`src/rtl/cmd_issue_queue.sv`:
```
// cmd_issue_queue: front-end command stage for the L1 cache model.
// Buffers trace commands in a circular FIFO, issues them one at a time to
// the cache over valid/ready and waits for the cache completion pulse before
// issuing the next. Splits the issued address into tag/index/offset for a
// 16384-set cache with 64-byte lines and keeps per-class statistics.
//
// Ports:
//   clk, rst_n                 clock, async active-low reset
//   in_valid/in_ready          upstream handshake; in_n code, in_addr byte address
//   out_valid/out_ready        issue handshake to the cache; out_n, out_addr
//   out_tag/out_index/out_offset  slices of out_addr
//   cache_done                 one-cycle completion pulse from the cache
//   cnt_read/write/snoop/err   saturating statistics counters
module cmd_issue_queue #(
  parameter int unsigned DEPTH = 8,
  parameter int unsigned CNT_W = 32
) (
  input  logic             clk,
  input  logic             rst_n,
  input  logic             in_valid,
  input  logic [3:0]       in_n,
  input  logic [31:0]      in_addr,
  output logic             in_ready,
  output logic             out_valid,
  input  logic             out_ready,
  output logic [3:0]       out_n,
  output logic [31:0]      out_addr,
  output logic [11:0]      out_tag,
  output logic [13:0]      out_index,
  output logic [5:0]       out_offset,
  input  logic             cache_done,
  output logic [CNT_W-1:0] cnt_read,
  output logic [CNT_W-1:0] cnt_write,
  output logic [CNT_W-1:0] cnt_snoop,
  output logic [CNT_W-1:0] cnt_err
);

  localparam int unsigned N_W   = 4;
  localparam int unsigned A_W   = 32;
  localparam int unsigned PTR_W = (DEPTH > 1) ? $clog2(DEPTH) : 1;
  localparam int unsigned OCC_W = PTR_W + 1;

  typedef struct packed {
    logic [N_W-1:0] n;
    logic [A_W-1:0] addr;
  } cmd_t;

  typedef enum logic [1:0] {
    S_IDLE  = 2'd0,
    S_ISSUE = 2'd1,
    S_WAIT  = 2'd2
  } state_e;

  state_e           state_q, state_d;
  cmd_t             mem_q [DEPTH];
  logic [PTR_W-1:0] wr_ptr_q, wr_ptr_d;
  logic [PTR_W-1:0] rd_ptr_q, rd_ptr_d;
  logic [OCC_W-1:0] occ_q, occ_d;
  logic             in_ready_q, in_ready_d;
  logic             out_valid_q, out_valid_d;
  logic [N_W-1:0]   out_n_q, out_n_d;
  logic [A_W-1:0]   out_addr_q, out_addr_d;
  logic [CNT_W-1:0] cnt_read_q, cnt_read_d;
  logic [CNT_W-1:0] cnt_write_q, cnt_write_d;
  logic [CNT_W-1:0] cnt_snoop_q, cnt_snoop_d;
  logic [CNT_W-1:0] cnt_err_q, cnt_err_d;

  logic legal_c;
  logic push_c;
  logic reject_c;
  logic pop_c;
  logic empty_c;
  logic issue_hs_c;

  function automatic logic [CNT_W-1:0] sat_inc(input logic [CNT_W-1:0] v);
    return (&v) ? v : v + CNT_W'(1);
  endfunction

  // Codes 7 and 10..15 are dropped at the input and only counted as errors.
  always_comb begin
    legal_c = 1'b0;
    case (in_n)
      4'd0, 4'd1, 4'd2, 4'd3, 4'd4, 4'd5, 4'd6, 4'd8, 4'd9: legal_c = 1'b1;
      default: legal_c = 1'b0;
    endcase
  end

  assign push_c     = in_valid && in_ready_q && legal_c;
  assign reject_c   = in_valid && in_ready_q && !legal_c;
  assign empty_c    = (occ_q == '0);
  assign issue_hs_c = out_valid_q && out_ready;

  // Issue FSM next state and output register loads.
  always_comb begin
    state_d    = state_q;
    out_n_d    = out_n_q;
    out_addr_d = out_addr_q;
    pop_c      = 1'b0;
    case (state_q)
      S_IDLE: begin
        if (!empty_c) begin
          pop_c   = 1'b1;
          state_d = S_ISSUE;
        end
      end
      S_ISSUE: begin
        if (out_ready) state_d = S_WAIT;
      end
      S_WAIT: begin
        if (cache_done) begin
          if (!empty_c) begin
            pop_c   = 1'b1;
            state_d = S_ISSUE;
          end else begin
            state_d = S_IDLE;
          end
        end
      end
      default: state_d = S_IDLE;
    endcase
    if (pop_c) begin
      out_n_d    = mem_q[rd_ptr_q].n;
      out_addr_d = mem_q[rd_ptr_q].addr;
    end
    out_valid_d = (state_d == S_ISSUE);
  end

  // FIFO pointers and occupancy; in_ready follows the post-update occupancy
  // so it is valid for the next cycle without any same-cycle pop bypass.
  always_comb begin
    wr_ptr_d   = push_c ? wr_ptr_q + PTR_W'(1) : wr_ptr_q;
    rd_ptr_d   = pop_c  ? rd_ptr_q + PTR_W'(1) : rd_ptr_q;
    occ_d      = occ_q + OCC_W'(push_c) - OCC_W'(pop_c);
    in_ready_d = (occ_d != OCC_W'(DEPTH));
  end

  // Statistics; a clear command on the issue handshake overrides everything.
  always_comb begin
    cnt_read_d  = cnt_read_q;
    cnt_write_d = cnt_write_q;
    cnt_snoop_d = cnt_snoop_q;
    cnt_err_d   = cnt_err_q;
    if (issue_hs_c) begin
      case (out_n_q)
        4'd0, 4'd2:             cnt_read_d  = sat_inc(cnt_read_q);
        4'd1:                   cnt_write_d = sat_inc(cnt_write_q);
        4'd3, 4'd4, 4'd5, 4'd6: cnt_snoop_d = sat_inc(cnt_snoop_q);
        default: ;
      endcase
    end
    if (reject_c) cnt_err_d = sat_inc(cnt_err_q);
    if (issue_hs_c && (out_n_q == 4'd8)) begin
      cnt_read_d  = '0;
      cnt_write_d = '0;
      cnt_snoop_d = '0;
      cnt_err_d   = '0;
    end
  end

  // State register.
  always_ff @(posedge clk or negedge rst_n) begin
    if (!rst_n) begin
      state_q     <= S_IDLE;
      for (int i = 0; i < int'(DEPTH); i++) mem_q[i] <= '0;
      wr_ptr_q    <= '0;
      rd_ptr_q    <= '0;
      occ_q       <= '0;
      in_ready_q  <= 1'b1;
      out_valid_q <= 1'b0;
      out_n_q     <= '0;
      out_addr_q  <= '0;
      cnt_read_q  <= '0;
      cnt_write_q <= '0;
      cnt_snoop_q <= '0;
      cnt_err_q   <= '0;
    end else begin
      state_q     <= state_d;
      if (push_c) mem_q[wr_ptr_q] <= '{n: in_n, addr: in_addr};
      wr_ptr_q    <= wr_ptr_d;
      rd_ptr_q    <= rd_ptr_d;
      occ_q       <= occ_d;
      in_ready_q  <= in_ready_d;
      out_valid_q <= out_valid_d;
      out_n_q     <= out_n_d;
      out_addr_q  <= out_addr_d;
      cnt_read_q  <= cnt_read_d;
      cnt_write_q <= cnt_write_d;
      cnt_snoop_q <= cnt_snoop_d;
      cnt_err_q   <= cnt_err_d;
    end
  end

  assign in_ready   = in_ready_q;
  assign out_valid  = out_valid_q;
  assign out_n      = out_n_q;
  assign out_addr   = out_addr_q;
  assign out_tag    = out_addr_q[31:20];
  assign out_index  = out_addr_q[19:6];
  assign out_offset = out_addr_q[5:0];
  assign cnt_read   = cnt_read_q;
  assign cnt_write  = cnt_write_q;
  assign cnt_snoop  = cnt_snoop_q;
  assign cnt_err    = cnt_err_q;

endmodule

```
`config.mk`:
```
export PLATFORM = sky130hd
export DESIGN_NAME = cmd_issue_queue
export DESIGN_NICKNAME = d
export VERILOG_FILES = /design/src/rtl/cmd_issue_queue.sv
export SDC_FILE = /design/constraint.sdc
export NUM_CORES = 1
export LEC_CHECK = 0
export CORE_ASPECT_RATIO = 1.75
export CORE_MARGIN = 1.5
export CORE_UTILIZATION = 55
export CTS_BUF_LIST = sky130_fd_sc_hd__clkbuf_8
export CTS_CLUSTER_SIZE = 20
export DETAILED_ROUTE_END_ITERATION = 8
export MAX_ROUTING_LAYER = met4
export PLACE_DENSITY_LB_ADDON = 0.2
export SETUP_SLACK_MARGIN = 0.3
export SYNTH_ARGS = -nofsm -noshare
export SYNTH_HDL_FRONTEND = slang
export SYNTH_SLANG_ARGS = --single-unit
export TNS_END_PERCENT = 50
```
`constraint.sdc`:
```
create_clock -name clk -period 4.9 [get_ports clk]
set_clock_uncertainty 0.1 [all_clocks]
set_input_delay 1.225 -clock clk [delete_from_list [all_inputs] [get_ports clk]]
set_output_delay 1.225 -clock clk [all_outputs]
set_load 0.03 [all_outputs]
```
### Yosys cells after proc, flatten, opt, wreduce, memory -nomap -nowiden

Memory sizes are Yosys's and may differ from the RTL's.
Index checks and enable logic that the tools add are counted.

| word-level totals | value |
|---|---|
| bits in registers | 466 |
| bits in read-only memories | 16 |
| bits of input ports | 41 |
| output and inout bits | 198 |
| logic and storage cells | 111 |
| memories kept | 1 |

| operators by class | value |
|---|---|
| $add $sub $neg | 8 |
| magnitude comparators | 3 |
| eq/ne operators | 15 |
| multiplexer cells | 29 |
| bitwise gates (word level) | 2 |
| reduce and logical (&&, ||, !) cells | 25 |

Memories:

| memory | words | width | read ports | clocked after Yosys merged registers in | write ports | line | source |
|---|---|---|---|---|---|---|---|
| (no name shown) | 16 | 1 | 1 | 0 | 0 | 82 | `case (in_n)` |

Operators with widths:

| operator | number |
|---|---|
| 32-bit two-way mux | 15 |
| 288-bit bitwise mux | 1 |
| 32-bit by 1-bit adder with 32-bit output (second input constant) | 4 |
| 32-bit AND reduction | 4 |
| 36-bit binary-select mux with 3-bit select | 1 |
| 36-bit demux with 3-bit select | 1 |
| 36-bit two-way mux | 3 |
| 4-bit by 3-bit equality test with 1-bit output (second input constant) | 3 |
| 2-bit nonzero test | 5 |
| 3-bit AND reduction | 3 |
| 4-bit by 2-bit equality test with 1-bit output (second input constant) | 2 |
| 4-bit greater-or-equal comparator (second input constant) | 2 |
| 4-bit logical NOT | 2 |
| 2-bit by 1-bit != test with 1-bit output (second input constant) | 4 |
| 3-bit NOT with 4-bit output | 2 |
| 3-bit by 1-bit adder with 3-bit output (second input constant) | 2 |
| 1-bit logical AND | 6 |
| 2-bit two-way mux | 3 |
| 2-bit case mux with 3 select lines | 1 |
| 4-bit by 1-bit adder with 4-bit output | 1 |
| 2-bit by 1-bit equality test with 1-bit output (second input constant) | 2 |
| 4-bit by 1-bit equality test with 1-bit output (second input constant) | 1 |
| 4-bit equality test (second input constant) | 1 |
| 4-bit by 1-bit < comparator with 1-bit output (second input constant) | 1 |
| other kinds (10) | 12 |

### Longest topological paths before layout

| logic depth | value |
|---|---|
| depth after elaboration | 6 |
| depth in mapped cells | 13 |
| gate-level depth less buffers | 11 |

### Least setup slack after synthesis

Ideal clock, no wire load.

| path | value |
|---|---|
| path kind | in2reg |
| start point | in cache_done |
| end point | reg in_ready_q, in the netlist in_ready |
| setup time | 0.100 ns |
| arrival time | 3.916 ns |
| required time | 4.700 ns |
| slack | 0.783 ns |
| stages | 11 |
| path buffers | 2 |
| cells stage by stage | nand2b_1 nor3b_1 clkbuf_1 clkbuf_1 ha_1 inv_1 ha_1 inv_1 fa_1 inv_1 or4b_2 |

| between the ends | value |
|---|---|
| word-level cells in the longest chain between the ends | 4 |

Ends and longest elaborated chain:

| item | line | source |
|---|---|---|
| start, declared | 31 | `input logic cache_done,` |
| 1-bit two-way mux | 110 | `if (cache_done) begin` |
| 1-bit case mux with 2 select lines | 99 | `case (state_q)` |
| via pop_c | 71 | `logic pop_c;` |
| 4-bit by 1-bit subtractor with 4-bit output | 133 | `occ_d = occ_q + OCC_W'(push_c) - OCC_W'(pop_c);` |
| via occ_d[1] | 58 | `logic [OCC_W-1:0] occ_q, occ_d;` |
| 4-bit != test | 134 | `in_ready_d = (occ_d != OCC_W'(DEPTH));` |
| via in_ready_d | 59 | `logic in_ready_q, in_ready_d;` |
| end signal, assigned | 182 | `in_ready_q <= in_ready_d;` |
| end, declared | 59 |  |

The timed path passes the listed nets, and every way through them passes these cells.
A chain may end at the register's enable or synchronous reset.

### Worst setup path after layout

| path | value |
|---|---|
| start point | in in_n[3] |
| end point | reg in_ready_q, in the netlist in_ready |

| between the ends | value |
|---|---|
| word-level cells in the longest chain between the ends | 5 |

Ends and longest elaborated chain:

| item | line | source |
|---|---|---|
| start, declared | 21 | `input logic [3:0] in_n,` |
| memory 16 x 1 bit | n/a |  |
| 1-bit logical AND | 88 | `assign push_c = in_valid && in_ready_q && legal_c;` |
| 4-bit by 1-bit adder with 4-bit output | 133 |  |
| 4-bit by 1-bit subtractor with 4-bit output | 133 |  |
| via occ_d[1] | 58 |  |
| 4-bit != test | 134 |  |
| via in_ready_d | 59 |  |

The timed path passes the listed nets, and every way through them passes these cells.

==> impl_metrics.toml <==
[worst_setup_path]
r2r_end = "cnt_snoop[29]"
worstSetupPathType = "input port to flip-flop"
required_ns = 5.32
worstPathMaxFanout = 10
r2r-start = "cnt_snoop[0]"
worst_setup_path_start_kind = "input port"
r2r_setup_slack_ns = 1.73
cp-end-kind = "flip-flop"
worstPathArrival_ns = 4.36
rr_worst_depth = 7

[clocking]
cts_buffers = 71
cts_sinks = 466
ctsHoldBuffers = 0
clk_pin_slew_worst_paths_ns = 0.06
cts-resized-gates = 0
cts_buffer_depth = 3
clk_latency_ns = 0.62
htree_levels = 3
cts_root_buffer = "clkbuf_8"
tritoncts = "yes"
cts_setup_buffers = 0

[global_routing]
grt_overflow = 0
grt_max_degree = 89
track_usage_pct = 26.38
grt_pass1_wl_mm = 83.58
antenna_found_initial = 3
grt_pass1_vias = 15969

[timing]
tightest_slew_ns = 1.135
finalHoldViolations = 0
rsz0062_at_grt = "false"
fin_crit_ns = 3.948
setup_tns_ns = 0
max_freq_mhz = 253.3
slew_viol_final = 0
setup_ws_ns = 0.9515
post-route-period-util_pct = 80.58
slew_headroom_pct = 23.64
finalSetupViolations = 0

[synthesis]
ys_types = 63
synth_warnings = 0
synth_nets = 1836
syn_avg_cell_area_um2 = 12.34
syn_inst = 1783
synth_area_leaders = "dfrtp_1, mux2_2, mux4_2, nor2_1, o21ai_0"
synth_edf_count = 0
netlist_area_um2 = 22000
yosysTopAreaCellShare_pct = 52.88
synth_top_area_cell = "dfrtp_1"
async_flop_share_pct = 100.0
synth_flop_cell = "dfrtp_1"
synth-seq-cells = 466
synth_seq_area_share_pct = 53.00

[floorplan]
num_rows = 96
die_area_um2 = 41260
core-area_um2 = 39280
io-pin-count = 239
die_y_um = 267.6
chipWidth_um = 154.2
floorplan.initialDensity_pct = 56.02

[routing]
firstDrtPassIters = 5
via_count = 15257
wirelength_mm = 51.50
drt_iter0_markers = 759
wl_per_cell_um = 20.21
ant_nets = 0
avgViaCountPerCell = 5.988
drc = 0

[power]
switching_share_pct = 33.76
leakage_nw = 11.30
intPower_mw = 10.15
share_comb_of_total_power_pct = 36.9
peakVddDrop_uv = 389.7
power.share.clock_pct = 21.7
p_sw_mw = 5.173
power_frac_seq_pct = 41.5
p_per_area_nw_per_um2 = 583.7

[placed_design]
io_buffers = 238
hpwl_mm = 33.20
gp_congestion = 0.9220
pre_cts_slack_ns = 0.3085

[outcome]
status = "completed"

[worst_hold_path]
holdPathEnd = "out_valid"
worst_hold_path.num_cells = 1
worstHoldStart = "state_q[1]"
min_path_type = "flip-flop to flip-flop"

[finish]
drive_gt1_share_pct = 25.84
final_nets = 2054
layout_common_cells = "dfrtp_1, mux2_2, clkdlybuf4s50_1, nor2_1, nand2_1"
final_common_cell = "dfrtp_1"
area_delta_synth_final_pct = 19.29

[job]
maxCapViolCount = 0
==> through the flow <==
stage	instances	hold WS, ns	util (%)	cell area (um^2)	power, mW
after global placement	2418	0.3778	63.05	24770	11.87
after floorplan	1783	0.3605	-	22000	10.37
after detailed placement	2418	0.3879	63.05	24770	12.15
after global routing	2548	0.4119	66.83	26250	16.20
final	2548	0.3966	66.83	26250	15.32
after CTS	2545	0.4021	66.81	26240	15.51
==> cell families (layout without fill, tap and decap cells) <==
| family | Yosys count | in the layout | synth area share [%] |
|---|---|---|---|
| other | 0 | 3 | 0 |
| xor gates and xnor gates | 58 | 58 | 2.309 |
| adders and majority gates | 12 | 12 | 0.7164 |
| muxes | 400 | 400 | 23.93 |
| AOI/OAI and AO/OA | 212 | 212 | 5.555 |
| and+or+nand+nor | 483 | 483 | 11.07 |
| DFF | 466 | 466 | 53.00 |
| buffers and inverters | 152 | 424 | 3.417 |
==> cell usage after synthesis, types with 5 or more instances <==
library cell	instances
o21ai_1	5
nand4_1	40
and4_1	8
nor3_1	52
buf_2	28
nand2_1	99
and2_1	9
inv_1	20
dfrtp_1	465
a21oi_1	62
o31ai_1	11
mux4_2	72
clkbuf_1	55
a21oi_2	5
ha_1	11
mux2i_1	39
buf_1	12
mux2_2	289
xnor2_1	31
or3_1	11
or4_1	6
a31oi_1	20
and3_1	35
xor2_1	27
nand3_1	52
nor2_1	126
o21ai_0	85
buf_4	33
nor4_1	18
==> routing by layer <==
| metal | track usage (%) | vias up | share of wire (%) |
|---|---|---|---|
| met5 | - | - | 0 |
| met4 | 10.23 | 0 | 2.7 |
| met3 | 3.592 | 92 | 4.1 |
| met2 | 47.01 | 391 | 54 |
| met1 | 30.11 | 7861 | 39 |
| li1 | - | 6913 | - |
==> critical path: stages <==
cell and delay [ns]:
clkdlybuf4s50_1 0.57, a21o_1 0.23, a22oi_1 0.23, and3_1 0.32
inv_2 0.11, ha_1 0.28, inv_1 0.06, ha_1 0.15
inv_1 0.05, fa_1 0.47, inv_1 0.04, or4b_2 0.63
==> power groups by stage <==
stage	combinational [mW]	sequential [mW]	clock [mW]
2_1_floorplan	4.01	6.36	0
3_3_place_gp	5.56	6.31	0
3_5_place_dp	5.72	6.43	0
4_1_cts	5.74	6.37	3.40
5_1_grt	6.08	6.56	3.55
6_report	5.65	6.36	3.32
==> how the worst max path moves through the flow <==
stage,startpoint,end,slack [ns],cells after the start
final,in_n[3],in_ready,0.95,12
after global routing,in_n[0],in_ready,0.79,12
after CTS,in_n[1],in_ready,0.96,12
after detailed placement,in_n[1],in_ready,0.31,12
after global placement,in_n[0],in_ready,0.36,12
after floorplan,cache_done,in_ready,0.78,11
==> area by class of cell <==
cell class                 count  area, um^2
clock inverter                37       237.7
multi-input combinational   1165        9633
inverter                      21       78.83
fill                        2938       13030
tap                          490       613.1
sequential                   466       11670
antenna                        3       7.507
clock buffer                  90        1239
timing repair buffer         276        2773
==> registers in the layout, summed over array words and instances, names as in the netlist <==
signal	flops
cnt_err	32
cnt_read	32
cnt_snoop	32
cnt_write	32
in_ready	1
mem_q	288
occ_q	4
out_addr	32
out_n	4
out_valid	1
rd_ptr_q	3
state_q	2
wr_ptr_q	3
(Power assumes the default switching activity.)
